`src/rtl/ps2_host_transmitter.sv`:
```
// PS/2 host-to-device transmitter: inhibits the bus, drives a start bit, shifts out
// data plus odd parity on device clock falls, then checks the device acknowledge.
module ps2_host_transmitter #(
    parameter int INHIBIT_CYCLES = 5000,
    parameter int TIMEOUT_CYCLES = 750000,
    parameter int SYNC_STAGES    = 2
) (
    input  logic       clock,
    input  logic       reset,
    input  logic [7:0] send_data,
    input  logic       send_valid,
    output logic       send_ready,
    input  logic       ps2_clock_in,
    input  logic       ps2_data_in,
    output logic       ps2_clock_oe,
    output logic       ps2_data_oe,
    output logic       tx_busy,
    output logic       tx_done,
    output logic       tx_error
);

    localparam int INH_W = $clog2(INHIBIT_CYCLES) + 1;
    localparam int TMO_W = $clog2(TIMEOUT_CYCLES) + 1;
    localparam logic [INH_W-1:0] INH_LAST = INH_W'(INHIBIT_CYCLES - 1);
    localparam logic [TMO_W-1:0] TMO_LAST = TMO_W'(TIMEOUT_CYCLES - 1);

    typedef enum logic [2:0] {
        S_IDLE      = 3'd0,
        S_INHIBIT   = 3'd1,
        S_START     = 3'd2,
        S_BITS      = 3'd3,
        S_ACK       = 3'd4,
        S_WAIT_IDLE = 3'd5
    } state_t;

    state_t               state_q, state_d;
    logic [SYNC_STAGES-1:0] clk_sync_q, data_sync_q;
    logic                 clk_prev_q;
    logic [INH_W-1:0]     inh_cnt_q, inh_cnt_d;
    logic [TMO_W-1:0]     tmo_cnt_q, tmo_cnt_d;
    logic [3:0]           bit_cnt_q, bit_cnt_d;
    logic [8:0]           shift_q, shift_d;
    logic                 ack_ok_q, ack_ok_d;
    logic                 clock_oe_q, clock_oe_d;
    logic                 data_oe_q, data_oe_d;
    logic                 busy_q, busy_d;
    logic                 done_q, done_d;
    logic                 error_q, error_d;
    logic                 ready_q, ready_d;

    logic clk_s, data_s, fall_s, accept_s, in_xfer_s, timeout_s, bus_idle_s;

    // Bus idles high, so synchronizers reset to 1 to avoid a false fall after reset.
    always_ff @(posedge clock) begin
        if (reset) begin
            clk_sync_q  <= {SYNC_STAGES{1'b1}};
            data_sync_q <= {SYNC_STAGES{1'b1}};
            clk_prev_q  <= 1'b1;
        end else begin
            clk_sync_q  <= {clk_sync_q[SYNC_STAGES-2:0], ps2_clock_in};
            data_sync_q <= {data_sync_q[SYNC_STAGES-2:0], ps2_data_in};
            clk_prev_q  <= clk_sync_q[SYNC_STAGES-1];
        end
    end

    assign clk_s      = clk_sync_q[SYNC_STAGES-1];
    assign data_s     = data_sync_q[SYNC_STAGES-1];
    assign fall_s     = clk_prev_q & ~clk_s;
    assign bus_idle_s = clk_s & data_s;
    assign accept_s   = send_valid & ready_q;
    assign in_xfer_s  = (state_q == S_BITS) || (state_q == S_ACK) || (state_q == S_WAIT_IDLE);
    assign timeout_s  = in_xfer_s && (tmo_cnt_q == TMO_LAST);

    // State, datapath and registered outputs.
    always_ff @(posedge clock) begin
        if (reset) begin
            state_q    <= S_IDLE;
            inh_cnt_q  <= {INH_W{1'b0}};
            tmo_cnt_q  <= {TMO_W{1'b0}};
            bit_cnt_q  <= 4'd0;
            shift_q    <= 9'd0;
            ack_ok_q   <= 1'b0;
            clock_oe_q <= 1'b0;
            data_oe_q  <= 1'b0;
            busy_q     <= 1'b0;
            done_q     <= 1'b0;
            error_q    <= 1'b0;
            ready_q    <= 1'b1;
        end else begin
            state_q    <= state_d;
            inh_cnt_q  <= inh_cnt_d;
            tmo_cnt_q  <= tmo_cnt_d;
            bit_cnt_q  <= bit_cnt_d;
            shift_q    <= shift_d;
            ack_ok_q   <= ack_ok_d;
            clock_oe_q <= clock_oe_d;
            data_oe_q  <= data_oe_d;
            busy_q     <= busy_d;
            done_q     <= done_d;
            error_q    <= error_d;
            ready_q    <= ready_d;
        end
    end

    // Next-state and datapath updates; timeout outranks any simultaneous fall.
    always_comb begin
        state_d   = state_q;
        inh_cnt_d = inh_cnt_q;
        tmo_cnt_d = tmo_cnt_q;
        bit_cnt_d = bit_cnt_q;
        shift_d   = shift_q;
        ack_ok_d  = ack_ok_q;
        case (state_q)
            S_IDLE: begin
                if (accept_s) begin
                    state_d   = S_INHIBIT;
                    inh_cnt_d = {INH_W{1'b0}};
                    shift_d   = {~^send_data, send_data};
                end else begin
                    state_d = S_IDLE;
                end
            end
            S_INHIBIT: begin
                if (inh_cnt_q == INH_LAST) begin
                    state_d   = S_START;
                    inh_cnt_d = {INH_W{1'b0}};
                end else begin
                    inh_cnt_d = inh_cnt_q + INH_W'(1);
                end
            end
            S_START: begin
                state_d   = S_BITS;
                bit_cnt_d = 4'd0;
                tmo_cnt_d = {TMO_W{1'b0}};
            end
            S_BITS, S_ACK, S_WAIT_IDLE: begin
                if (timeout_s) begin
                    state_d = S_IDLE;
                end else begin
                    tmo_cnt_d = tmo_cnt_q + TMO_W'(1);
                    if (state_q == S_BITS) begin
                        if (fall_s && (bit_cnt_q == 4'd9)) begin
                            state_d = S_ACK;
                        end else if (fall_s) begin
                            shift_d   = {1'b0, shift_q[8:1]};
                            bit_cnt_d = bit_cnt_q + 4'd1;
                        end else begin
                            state_d = S_BITS;
                        end
                    end else if (state_q == S_ACK) begin
                        if (fall_s) begin
                            ack_ok_d = ~data_s;
                            state_d  = S_WAIT_IDLE;
                        end else begin
                            state_d = S_ACK;
                        end
                    end else begin
                        if (bus_idle_s) begin
                            state_d = S_IDLE;
                        end else begin
                            state_d = S_WAIT_IDLE;
                        end
                    end
                end
            end
            default: begin
                state_d = S_IDLE;
            end
        endcase
    end

    // Output next values; data only moves in the cycle after a detected fall.
    always_comb begin
        clock_oe_d = (state_d == S_INHIBIT) || (state_d == S_START);
        busy_d     = (state_d != S_IDLE);
        if (state_d == S_IDLE) begin
            data_oe_d = 1'b0;
        end else if (state_d == S_START) begin
            data_oe_d = 1'b1;
        end else if ((state_q == S_BITS) && fall_s) begin
            data_oe_d = (bit_cnt_q == 4'd9) ? 1'b0 : ~shift_q[0];
        end else begin
            data_oe_d = data_oe_q;
        end
        if ((state_q == S_WAIT_IDLE) && !timeout_s && bus_idle_s) begin
            done_d  = ack_ok_q;
            error_d = ~ack_ok_q;
        end else begin
            done_d  = 1'b0;
            error_d = timeout_s;
        end
        ready_d = (state_d == S_IDLE) && !done_d && !error_d;
    end

    assign ps2_clock_oe = clock_oe_q;
    assign ps2_data_oe  = data_oe_q;
    assign tx_busy      = busy_q;
    assign tx_done      = done_q;
    assign tx_error     = error_q;
    assign send_ready   = ready_q;

endmodule

```
`config.mk`:
```
export PLATFORM = sky130hd
export DESIGN_NAME = ps2_host_transmitter
export DESIGN_NICKNAME = d
export VERILOG_FILES = /design/src/rtl/ps2_host_transmitter.sv
export SDC_FILE = /design/constraint.sdc
export NUM_CORES = 1
export LEC_CHECK = 0
export ABC_AREA = 1
export CAP_MARGIN = 20
export CORE_ASPECT_RATIO = 0.6
export CORE_MARGIN = 4
export CORE_UTILIZATION = 40
export CTS_BUF_LIST = sky130_fd_sc_hd__clkbuf_4
export DETAILED_ROUTE_END_ITERATION = 10
export GPL_TIMING_DRIVEN = 1
export PLACE_DENSITY = 0.61
export SLEW_MARGIN = 20
export SYNTH_ARGS = -nofsm -noshare
export SYNTH_HDL_FRONTEND = slang
export SYNTH_SLANG_ARGS = --single-unit
export TNS_END_PERCENT = 1
```
`constraint.sdc`:
```
create_clock -name clock -period 1.7 [get_ports clock]
set_input_delay 0.425 -clock clock [delete_from_list [all_inputs] [get_ports clock]]
set_output_delay 0.425 -clock clock [all_outputs]
set_load 0.02 [all_outputs]
```
==> metrics.md <==
| Metric | Value |
|---|---|
| Max Cap Viol | `0` |
| Crit-path max FO | `8` |
| Final core occ | `53.1%` |
| Setup_tns | `0 ns` |
| Yosys cell types | `33` |
| Syn avg cell area | `6.33 um2` |
| Worst hold-check path type | `register to register` |
| Pins Over Slew Limit | `0` |
| Ranking of synthesized cells by area | `dfxtp_1, nand2_1, nor2_1, inv_1, nand3_1` |
| IO Pins | `19` |
| Initial DRC Count | `271` |
| Gpl congestion | `0.938` |
| Initial antenna violation count | `0` |
| CTS sink count | `63` |
| DIE WIDTH | `128 um` |
| Multi-input gate area | `1990 um2` |
| Vias | `3,611` |
| Max-Slew Margin vs Limit | `70.3%` |
| Layout cells sized above 1 | `18.6%` |
| Die Y | `80.1 um` |
| WL final | `9.48 mm` |
| First drt pass iteration count | `5` |
| Max VDD drop | `332 uV` |
| Hold Crit Start | `data_sync_q[0]` |
| Crit path DAT | `1.99 ns` |
| Upper clock frequency limit | `601 MHz` |
| Yosys warnings | `0` |
| Synthesized flop and latch total | `63` |
| Worst skew pair latency | `0.43 ns` |
| Crit. End Element | `register` |
| Reg2Reg Launch Point | `tmo_cnt_q[1]` |
| Setup Crit Path Kind | `register to register` |
| Port bufs | `18` |
| Required time of the critical path | `2.03 ns` |
| Max Buffers Root-to-Sink | `2` |
| Antenna viol nets, final | `0` |
| Initial Util | `42.5%` |
| DR WL/cell | `13.1 um` |
| Syn Std Cell Area | `3470 um2` |
| Area Overhead vs Synth | `25.0%` |
| Clk_skew | `0.0164 ns` |
| Power per cell area | `661 nW/um2` |
| CTS tree | `built` |
| Hold Slack | `0.422 ns` |
| Antenna Cells | `0` |
| CTS clk-pin slew, worst paths | `0.10 ns` |
| Vias/cell | `4.97` |
| Final HPWL DP | `6.91 mm` |
| Syn Nets | `565` |
| Status | `completed` |
| Pin count of the biggest net entering global routing | `20` |
| All-layer global routing usage | `19.3%` |
| Final count of hold timing violations | `0` |
| Sequential share of the synthesized area | `36.4%` |
| Worst r2r path cells | `11` |
| Hold endpoint | `data_sync_q[1]` |
| Row cnt | `25` |
| Post-route DRC violation count | `0` |
| Fin crit share | `97.9%` |
| Critical Path Start Type | `register` |
| Number of global-route vias before repair | `3,248` |
| Post-synth top area share | `36.4%` |
| Count of final setup violators | `0` |
| CTS Buf Count | `9` |
| Least-Margin Pin Slew | `0.440 ns` |
| # fillers | `808` |
| Minimum clock period | `1.66 ns` |
| Die area | `10,300 um2` |
| Total power | `2.87 mW` |
| Synth area leader | `dfxtp_1` |
| Pleak | `1.83 nW` |
| Fin area | `4340 um2` |
| H-Tree Level Count | `3` |
| Crit Reg-Reg Endpoint | `shift_q[4]` |
| First-pass GRT wire length | `15.6 mm` |
| FF/Latch Area | `1270 um2` |
| Placed cell area | `4070 um2` |
| Total Nets Final | `630` |
| Core area | `8160 um2` |
| Cells after synthesis | `548` |
| Reg2reg setup slack | `0.04 ns` |
| Cts hold-fix bufs | `0` |
| Unrepaired setup endpoints after global routing | `true` |
| GR Overflow Total | `0` |
| Root Driver | `clkbuf_4` |
| WHS Path Cells | `1` |
-- metal layers --
layer,GRT usage [%],wire length [um],up-vias
met5,0,0,-
met4,5.19,66,0
met3,6.78,812,6
met2,25.5,3570,117
met1,29.0,5040,1620
li1,-,-,1868
-- placed cells by master, fill, tap and decap left out, types with 3 or more instances in the layout --
| master | count |
|---|---|
| nand2_1 | 142 |
| nor2_1 | 81 |
| inv_1 | 60 |
| dfxtp_1 | 55 |
| buf_4 | 46 |
| nand3_1 | 41 |
| a21oi_1 | 28 |
| o21ai_0 | 27 |
| clkdlybuf4s50_1 | 12 |
| nor2_2 | 10 |
| clkbuf_4 | 10 |
| nor3_1 | 9 |
| o21ai_1 | 7 |
| dfxtp_2 | 7 |
| nand2_2 | 6 |
| nor2_4 | 6 |
| nand4_1 | 6 |
| dlygate4sd2_1 | 6 |
| inv_2 | 5 |
| xor2_1 | 5 |
| xnor2_1 | 5 |
| or2_2 | 5 |
| clkinv_1 | 4 |
| nand3_2 | 3 |
| o21bai_1 | 3 |
| a21oi_2 | 3 |
| ha_1 | 3 |
-- state kept, by name (all words and copies together), names as in the netlist --
| register | count |
|---|---|
| clk_prev_q | 1 |
| state_q | 3 |
| ack_ok_q | 1 |
| tx_error | 1 |
| tmo_cnt_q | 21 |
| ps2_clock_oe | 1 |
| inh_cnt_q | 14 |
| data_sync_q | 2 |
| send_ready | 1 |
| ps2_data_oe | 1 |
| tx_busy | 1 |
| bit_cnt_q | 4 |
| shift_q | 9 |
| tx_done | 1 |
| clk_sync_q | 2 |
-- cell type report --
class | count | area share (%)
Clock inverter | 6 | 1.18
Sequential cell | 63 | 29.4
Clock buffer | 10 | 1.73
Tap cell | 108 | 3.12
Inverter | 68 | 6.06
Timing Repair Buffer | 66 | 12.7
Multi-Input combinational cell | 405 | 45.9
-- synthesized netlist by cell type (all sizes together) --
library cell,number
a21o,1
a21oi,31
a32oi,1
buf,3
clkbuf,9
clkinv,1
dfxtp,63
ha,4
inv,67
nand2,150
nand2b,1
nand3,44
nand3b,2
nand4,6
nor2,97
nor3,11
nor4,1
o211a,1
o211ai,1
o21a,1
o21ai,34
o21bai,3
o311ai,1
or2,5
xnor2,5
xor2,5
-- where the power goes --
group	internal, mW	switching, mW
combinational	0.141	0.182
clock	0.446	0.560
sequential	1.52	0.0230
total	2.10	0.765
-- what timing repair did --
item | in CTS | in global routing
pin swaps | 0 | 2
buffers inserted | 0 | 2
endpoints found under the hold margin | 0 | 0
resized for setup | 8 | 43
setup endpoints to repair | 19 | 52
-- worst max path at each step --
stage	endpoint	slack, ns	startpoint
2_1_floorplan	tmo_cnt_q[0]	0.05	tmo_cnt_q[0]
3_3_place_gp	shift_q[3]	-0.13	send_valid
3_5_place_dp	shift_q[4]	-0.16	send_valid
4_1_cts	tmo_cnt_q[19]	-0.01	tmo_cnt_q[18]
5_1_grt	shift_q[5]	-0.10	state_q[2]
6_report	shift_q[4]	0.04	tmo_cnt_q[1]
-- metrics by stage --
step	setup WS (ns)	std cells
2_1_floorplan	0.0528	548
3_3_place_gp	-0.132	708
3_5_place_dp	-0.165	708
4_1_cts	-0.0135	724
5_1_grt	-0.104	726
6_report	0.0355	726
-- cell families (layout without fill, tap and decap cells) --
group	after synthesis	count (layout)	synth area share, %
simple gates	317	317	39.0
xor+xnor	10	10	2.52
compound gates	74	74	11.5
buf+inv	80	150	9.20
flops	63	63	36.4
fa+ha+maj	4	4	1.44
-- worst max-delay path, stage by stage, from the launching register on --
cell and delay (ns):
dfxtp_1 0.39, ha_4 0.17, inv_2 0.06, nor2_4 0.12
nand2_2 0.08, nor2_4 0.11, nand2_4 0.11, nand2_2 0.10
nor2_4 0.07, buf_4 0.14, o21ai_0 0.16, nor2_1 0.05
No activity file was read; power rests on OpenSTA's default activity.
